### src/rtl/tl_pkg.sv
// Shared TileLink-UL constants: channel widths and A/D opcode encodings.
package tl_pkg;

  localparam int TL_ADDR_W = 33;
  localparam int TL_DATA_W = 64;
  localparam int TL_MASK_W = 8;

  localparam logic [2:0] PUT_FULL    = 3'd0;
  localparam logic [2:0] PUT_PARTIAL = 3'd1;
  localparam logic [2:0] ARITH       = 3'd2;
  localparam logic [2:0] LOGIC       = 3'd3;
  localparam logic [2:0] GET         = 3'd4;
  localparam logic [2:0] INTENT      = 3'd5;

  localparam logic [2:0] ACCESS_ACK      = 3'd0;
  localparam logic [2:0] ACCESS_ACK_DATA = 3'd1;
  localparam logic [2:0] HINT_ACK        = 3'd2;

  // Low address bits that must be zero for a naturally aligned beat of 2**size bytes.
  function automatic logic [2:0] size_low_mask(input logic [3:0] size);
    case (size)
      4'd0:    size_low_mask = 3'b000;
      4'd1:    size_low_mask = 3'b001;
      4'd2:    size_low_mask = 3'b011;
      default: size_low_mask = 3'b111;
    endcase
  endfunction

endpackage

### src/rtl/tl_a_decode.sv
// Combinational A-channel decode: address window / alignment check and
// the response class (opcode, denied, corrupt, data/write enables).
module tl_a_decode
  import tl_pkg::*;
#(
  parameter logic [TL_ADDR_W-1:0] BASE_ADDR = 33'h0_0001_0000,
  parameter int                   DEPTH     = 16,
  parameter int                   IDX_W     = $clog2(DEPTH)
) (
  input  logic [2:0]           opcode,
  input  logic [TL_ADDR_W-1:0] address,
  input  logic [3:0]           size,
  input  logic                 corrupt,
  output logic [IDX_W-1:0]     idx,
  output logic [2:0]           d_opcode,
  output logic                 denied,
  output logic                 d_corrupt,
  output logic                 data_en,
  output logic                 write_en
);

  localparam logic [TL_ADDR_W-1:0] WINDOW = TL_ADDR_W'(DEPTH * 8);

  logic [TL_ADDR_W-1:0] offset;
  logic                 in_range;
  logic                 aligned;
  logic                 ok;

  // The explicit lower-bound test keeps wrapped offsets from aliasing into the window.
  assign offset   = address - BASE_ADDR;
  assign in_range = (address >= BASE_ADDR) && (offset < WINDOW);
  assign aligned  = (size <= 4'd3) && ((address[2:0] & size_low_mask(size)) == 3'd0);
  assign ok       = in_range && aligned;
  assign idx      = offset[IDX_W+2:3];

  always_comb begin
    d_opcode  = ACCESS_ACK;
    denied    = 1'b1;
    d_corrupt = 1'b0;
    data_en   = 1'b0;
    write_en  = 1'b0;
    case (opcode)
      GET: begin
        d_opcode  = ACCESS_ACK_DATA;
        denied    = ~ok;
        d_corrupt = ~ok;
        data_en   = ok;
      end
      PUT_FULL, PUT_PARTIAL: begin
        denied   = ~ok | corrupt;
        write_en = ok & ~corrupt;
      end
      ARITH, LOGIC: begin
        d_opcode  = ACCESS_ACK_DATA;
        d_corrupt = 1'b1;
      end
      INTENT: begin
        d_opcode = HINT_ACK;
        denied   = 1'b0;
      end
      default: ;
    endcase
  end

endmodule

### src/rtl/tl_ram_responder.sv
// TileLink-UL single-beat manager backed by a small 64-bit register memory;
// one response register, refilled in the same cycle it drains.
module tl_ram_responder
  import tl_pkg::*;
#(
  parameter logic [TL_ADDR_W-1:0] BASE_ADDR = 33'h0_0001_0000,
  parameter int                   DEPTH     = 16,
  parameter int                   SOURCE_W  = 5
) (
  input  logic                 clock,
  input  logic                 reset,
  output logic                 a_ready,
  input  logic                 a_valid,
  input  logic [2:0]           a_opcode,
  input  logic [2:0]           a_param,
  input  logic [3:0]           a_size,
  input  logic [SOURCE_W-1:0]  a_source,
  input  logic [TL_ADDR_W-1:0] a_address,
  input  logic [TL_MASK_W-1:0] a_mask,
  input  logic [TL_DATA_W-1:0] a_data,
  input  logic                 a_corrupt,
  input  logic                 d_ready,
  output logic                 d_valid,
  output logic [2:0]           d_opcode,
  output logic [1:0]           d_param,
  output logic [3:0]           d_size,
  output logic [SOURCE_W-1:0]  d_source,
  output logic                 d_sink,
  output logic                 d_denied,
  output logic [TL_DATA_W-1:0] d_data,
  output logic                 d_corrupt
);

  localparam int IDX_W = $clog2(DEPTH);

  logic [TL_DATA_W-1:0] mem [DEPTH];

  logic                 a_fire;
  logic [IDX_W-1:0]     dec_idx;
  logic [2:0]           dec_opcode;
  logic                 dec_denied;
  logic                 dec_corrupt;
  logic                 dec_data_en;
  logic                 dec_write_en;
  logic [TL_DATA_W-1:0] wr_bits;
  logic                 unused_a_param;

  logic                 d_valid_reg;
  logic [2:0]           d_opcode_reg;
  logic [3:0]           d_size_reg;
  logic [SOURCE_W-1:0]  d_source_reg;
  logic                 d_denied_reg;
  logic [TL_DATA_W-1:0] d_data_reg;
  logic                 d_corrupt_reg;

  tl_a_decode #(
    .BASE_ADDR (BASE_ADDR),
    .DEPTH     (DEPTH),
    .IDX_W     (IDX_W)
  ) u_decode (
    .opcode    (a_opcode),
    .address   (a_address),
    .size      (a_size),
    .corrupt   (a_corrupt),
    .idx       (dec_idx),
    .d_opcode  (dec_opcode),
    .denied    (dec_denied),
    .d_corrupt (dec_corrupt),
    .data_en   (dec_data_en),
    .write_en  (dec_write_en)
  );

  assign a_ready        = ~d_valid_reg | d_ready;
  assign a_fire         = a_valid & a_ready;
  assign unused_a_param = ^a_param;

  generate
    for (genvar gi = 0; gi < TL_MASK_W; gi++) begin : g_lane
      assign wr_bits[gi*8 +: 8] = {8{dec_write_en & a_mask[gi]}};
    end
  endgenerate

  // Read for the response register samples mem before this edge's write lands.
  always_ff @(posedge clock) begin
    if (reset) begin
      d_valid_reg   <= 1'b0;
      d_opcode_reg  <= '0;
      d_size_reg    <= '0;
      d_source_reg  <= '0;
      d_denied_reg  <= 1'b0;
      d_data_reg    <= '0;
      d_corrupt_reg <= 1'b0;
    end else if (a_fire) begin
      d_valid_reg   <= 1'b1;
      d_opcode_reg  <= dec_opcode;
      d_size_reg    <= a_size;
      d_source_reg  <= a_source;
      d_denied_reg  <= dec_denied;
      d_data_reg    <= dec_data_en ? mem[dec_idx] : '0;
      d_corrupt_reg <= dec_corrupt;
    end else if (d_ready) begin
      d_valid_reg   <= 1'b0;
    end
  end

  always_ff @(posedge clock) begin
    if (reset) begin
      for (int w = 0; w < DEPTH; w++) begin
        mem[w] <= '0;
      end
    end else if (a_fire && dec_write_en) begin
      mem[dec_idx] <= (mem[dec_idx] & ~wr_bits) | (a_data & wr_bits);
    end
  end

  assign d_valid   = d_valid_reg;
  assign d_opcode  = d_opcode_reg;
  assign d_param   = 2'd0;
  assign d_size    = d_size_reg;
  assign d_source  = d_source_reg;
  assign d_sink    = 1'b0;
  assign d_denied  = d_denied_reg;
  assign d_data    = d_data_reg;
  assign d_corrupt = d_corrupt_reg;

endmodule

### config.mk
export PLATFORM = sky130hd
export DESIGN_NAME = tl_ram_responder
export DESIGN_NICKNAME = d
export VERILOG_FILES = /design/src/rtl/tl_pkg.sv /design/src/rtl/tl_a_decode.sv /design/src/rtl/tl_ram_responder.sv
export SDC_FILE = /design/constraint.sdc
export NUM_CORES = 2
export LEC_CHECK = 0
export ABC_CLOCK_PERIOD_IN_PS = 11620
export CORE_MARGIN = 2
export CORE_UTILIZATION = 39
export CTS_CLUSTER_SIZE = 24
export DETAILED_ROUTE_END_ITERATION = 12
export DONT_BUFFER_PORTS = 1
export PLACE_DENSITY = 0.57
export SETUP_SLACK_MARGIN = 0.05
export SLEW_MARGIN = 20
export SYNTH_ARGS = -nofsm -noshare
export SYNTH_HDL_FRONTEND = slang
export SYNTH_SLANG_ARGS = --single-unit
### constraint.sdc
create_clock -name clock -period 11.62 [get_ports clock]
set_input_delay 1.162 -clock clock [delete_from_list [all_inputs] [get_ports clock]]
set_output_delay 1.162 -clock clock [all_outputs]
set_load 0.02 [all_outputs]
=== Word level (Yosys, flattened, before mapping) ===
Memories as Yosys holds them, arrays and structs flattened.
Index checks and enable logic that the tools add are counted.

* Add/subtract/negate cells: 1
* $mul: 0
* Div/mod/pow operators: 0
* $lt $le $gt $ge: 3
* Eq/ne operators: 7
* Shift operators: 0
* Mux-type cells: 17
* Bitwise logic cells: 20
* Reductions and logical operators: 12

{| class="wikitable"
|+ Operators by type and width
! operator !! number
|-
| $and 64x64->64 || 2
|-
| $mux 64 || 2
|-
| $not 64->64 || 1
|-
| $or 64x64->64 || 1
|-
| $reduce_or 64->1 || 1
|-
| $ge 33x17->1 const B || 1
|-
| $lt 33x8->1 const B || 1
|-
| $sub 33x17->33 const B || 1
|-
| $and 1x1->1 || 10
|-
| $mux 1 || 10
|-
| $pmux 3 s3 || 1
|-
| $eq 3x2->1 const B || 2
|-
| $eq 3x3->1 const B || 2
|-
| $logic_not 3->1 || 2
|-
| $eq 4x1->1 const B || 1
|-
| $eq 4x2->1 const B || 1
|-
| $le 4x2->1 const B || 1
|-
| $logic_and 1x1->1 || 4
|-
| $logic_not 4->1 || 1
|-
| $mux 4 || 1
|-
| $pmux 2 s2 || 1
|-
| $reduce_or 2->1 || 2
|-
| $and 3x3->3 || 1
|-
| $eq 3x1->1 const B || 1
|-
| 6 further kinds || 9
|}

* Flip-flop bits (word level): 79
* Latch bits: 0
* Memory bits (writable): 1024
* ROM bits: 0
* Bits of input ports: 125
* Output and inout bits: 83
* Logic and storage cells: 68
* Memories: 1

{| class="wikitable"
|+ Memories
! name !! words !! width !! read ports !! clocked after memory_dff !! write ports !! line !! RTL
|-
| mem || 16 || 64 || 1 || 0 || 16 || tl_ram_responder.sv:36 || <nowiki>logic [TL_DATA_W-1:0] mem [DEPTH];</nowiki>
|}

=== Depth between registers and ports, before layout ===
* Depth after elaboration: 14
* Gate-level depth with buffers: 10
* Mapped depth without buffers: 7

=== Cells and area by module ===
From an unflattened synthesis, not the netlist that was laid out.

* Cell total of the unflattened synthesis: 3980
* Area, all modules: 51104.0 µm²

{| class="wikitable"
|+ By module, submodules not included
! module !! times used !! cells an instance !! area an instance (µm²) !! sequential area each (µm²)
|-
| tl_ram_responder || 1 || 3920 || 50691.1 || 32331.0
|-
| tl_a_decode || 1 || 60 || 412.9 || 0.0
|}

=== Worst setup path before layout ===
No wires, ideal clock.

* Path kind: input to register
* From: input port a_address[18]
* To: memory mem[0][0], enable pin
* Setup time: 0.421 ns
* Data arrival time: 4.431 ns
* Data required time: 11.199 ns
* Setup slack: 6.768 ns
* Cell stages on the path: 8
* Path buffers: 3
* Path through: buf_2 or4_1 o31a_1 a2111oi_0 and3_1 buf_2 buf_2 a21o_1

{| class="wikitable"
|+ RTL lines
! element !! line !! RTL
|-
| start, declared || tl_ram_responder.sv:18 || <nowiki>input logic [TL_ADDR_W-1:0] a_address,</nowiki>
|-
| end, declared || tl_ram_responder.sv:36 ||
|}

==> flow_metrics.py <==
metrics = {
    "outcome": {
        "status": "completed",
    },
    "setup_path": {
        "end_kind": "flip-flop",
        "critPathTopFamily": "buffers and inverters",
        "cp_num_buf_inv": 5,
        "cp_common_cell": "buf_4",
        "cp_slowest_stage_delay_ps": 920,
        "crit_required_ps": 12040,
        "critPathSlowestCell": "buf_4",
        "start_kind": "input pin",
        "crit_arrival_ps": 5730,
        "worstPathCellList": "inv_1, ha_1, nor2b_1, and4_1, nor3_2, buf_12, buf_4, buf_6, buf_4, nor4_1",
        "critPathKind": "in2reg",
        "crit_fanout": 196,
        "r2r_slack_ps": 7480,
    },
    "yosys": {
        "yosysTopAreaCellShare_pct": 57.0,
        "yosysUniqueCellTypes": 48,
        "ys_ff_latch": 1102,
        "avgSynthCellArea_um2": 16.2,
        "synth.area.top_cells": "edfxtp_1 57%, mux4_2 13%, nor4_2 9.3%",
        "synthFlopType": "edfxtp_1",
        "yosysTopAreaCell": "edfxtp_1",
        "synth_edf_count": 1024,
        "syn_area_um2": 54000,
        "ys_seq_area_share_pct": 59.9,
        "syn_inst": 3323,
        "yosysWarnings": 0,
        "async_flop_share_pct": 0,
    },
    "pwr": {
        "pwr-share-clk_pct": 41.4,
        "seq_power_share_pct": 51.0,
        "swShare_pct": 23.5,
        "power.density_nw_per_um2": 151,
        "ir_drop_uv": 134,
        "comb_power_share_pct": 7.6,
        "switchingPower_mw": 2.06,
        "internal_power_mw": 6.72,
        "cellLeakagePower_nw": 16.5,
    },
    "timing": {
        "fin_skew_ps": 36.4,
        "finalHoldViolCount": 0,
        "rsz0062_at_grt": "no",
        "layout_min_cycle_time_ps": 5320,
        "worstMarginPinSlew_ps": 1350,
        "post-route-period-util_pct": 45.8,
        "fmax_mhz": 188,
        "setup_viol": 0,
        "tns_ps": 0,
        "slew_viol_final": 0,
        "maxSlewHeadroom_pct": 10.0,
    },
    "die": {
        "fp.dieW_um": 376,
        "core-area_um2": 137000,
        "die_y_um": 376,
        "initial_core_util_pct": 39.3,
        "core.rowCount": 136,
        "ioPinCount": 208,
        "die-area_um2": 141000,
    },
    "clocking": {
        "htreeDepth": 3,
        "ctsResizeCount": 0,
        "cts_made_buffers": 115,
        "clk_path_buf_depth": 3,
        "cts_tree": "built",
        "post_cts_buffers": 0,
        "clock-root-buffer": "clkbuf_16",
        "cts_num_sinks": 1102,
        "cts_hold_repair.buffers": 0,
        "path_clk_slew_ps": 60,
        "worstSkewPairLatency_ps": 740,
    },
    "cells_and_area": {
        "multi_input_area_um2": 19400,
        "area_delta_synth_final_pct": 7.68,
        "final_common_cell": "edfxtp_1",
        "drive_above_1_share_pct": 34.3,
        "nets": 3107,
        "most-common-layout-cells": "1,024 x edfxtp_1, 631 x nor4_1, 400 x nor4_2, 320 x mux4_2, 117 x clkbuf_16",
        "final.fill_count": 12100,
        "largest_reg_flops": 1024,
        "final_core_util_pct": 42.3,
        "regArea_um2": 32300,
    },
    "route": {
        "met1_length_um": 63500,
        "postRouteAntennaNets": 0,
        "routed_wl_um": 160000,
        "wl_met2_um": 79500,
        "first_pass_iters": 7,
        "wl_per_cell_um": 32.9,
        "drc": 0,
        "dr_wl_met3_um": 12000,
        "drt_iter0_drc": 3720,
        "viasPerCell": 6.66,
        "vias": 32500,
        "top_layer_used": "met4",
    },
    "place": {
        "place_congestion": 0.787,
        "dp_hpwl_um": 76500,
        "port_buffers": 0,
    },
    "grt": {
        "grt_usage_pct": 22.3,
        "grt_pass1_vias": 32900,
        "grt_pass1_wl_um": 231000,
        "grt_overflow": 0,
        "antenna_found_initial": 1,
        "grt_max_degree": 266,
    },
    "flow_run": {
        "max_cap_viol_count": 0,
    },
    "hold_path": {
        "worst_hold_path_type": "in2reg",
    },
}
cell usage after synthesis, types with 9 or more instances:
| cell type | n |
|---|---|
| mux4_2 | 320 |
| a31o_1 | 51 |
| buf_6 | 47 |
| a21o_1 | 17 |
| a21oi_1 | 13 |
| nand2_1 | 22 |
| edfxtp_1 | 1024 |
| buf_1 | 9 |
| dfxtp_1 | 78 |
| nor2_1 | 25 |
| mux2i_2 | 46 |
| buf_2 | 59 |
| nor4_1 | 631 |
| and2_1 | 66 |
| nor3_1 | 9 |
| buf_4 | 55 |
| mux2i_4 | 18 |
| nor4_2 | 401 |
| a31o_2 | 13 |
| clkbuf_1 | 348 |
per-stage QoR:
step / power (mW) / instances / instance area (µm²) / worst slack [ps] / hold WS [ps]
after floorplan: 5.11 / 3326 / 54000 / 6770 / 535
after global placement: 5.20 / 4658 / 54400 / 5680 / 548
after detailed placement: 5.22 / 4658 / 54400 / 5480 / 549
after CTS: 8.82 / 4873 / 58000 / 6260 / 435
after global routing: 9.00 / 4874 / 58100 / 6180 / 454
final: 8.79 / 4874 / 58100 / 6300 / 490
cells by family (layout without fill, tap and decap cells):
| family | Yosys count | after routing | synth area share [%] |
|---|---|---|---|
| AND/OR/NAND/NOR | 1206 | 1206 | 18.5 |
| XOR/XNOR | 1 | 1 | 0.0162 |
| multiplexers | 384 | 384 | 15.3 |
| AO/OA/AOI/OAI | 106 | 106 | 1.55 |
| buffers and inverters | 522 | 275 | 4.80 |
| flip-flops | 1102 | 1102 | 59.9 |
| adder cells (fa/ha/maj) | 1 | 1 | 0.0232 |
| other | 1 | 5 | 0.00695 |
power by group through the flow:
stage / combinational, mW / sequential [mW] / clock, mW
after global placement: 0.644 / 4.56 / 0
after CTS: 0.659 / 4.48 / 3.68
after detailed placement: 0.657 / 4.57 / 0
final: 0.665 / 4.48 / 3.64
after global routing: 0.694 / 4.49 / 3.81
after floorplan: 0.552 / 4.56 / 0
final timing paths:
path	startpoint	end	depth (start not counted)
hold / removal	reset	d_size[3]$_SDFFE_PP0P_	1
setup reg to reg	d_valid$_SDFFE_PP0P_	mem[3][53]$_SDFFCE_PN0P_	7
hold reg to reg	d_opcode[1]$_SDFFE_PP0P_	d_opcode[1]$_SDFFE_PP0P_	2
setup / recovery	a_address[16]	mem[15][29]$_SDFFCE_PN0P_	10
area by class of cell:
| type | count | area share (%) |
|---|---|---|
| sequential | 1102 | 55.6 |
| multi-input combinational | 1702 | 33.4 |
| clock buffer | 154 | 5.43 |
| tap | 1794 | 3.86 |
| clock inverter | 61 | 0.874 |
| timing repair buffer | 56 | 0.863 |
| inverter | 4 | 0.0258 |
| antenna | 1 | 0.00431 |
layer usage:
metal | up-vias | GRT usage, %
met5 | - | 0
met4 | 0 | 7.24
met3 | 321 | 3.89
met2 | 1520 | 37.6
met1 | 17300 | 29.3
li1 | 13400 | -
(Power assumes the default switching activity.)
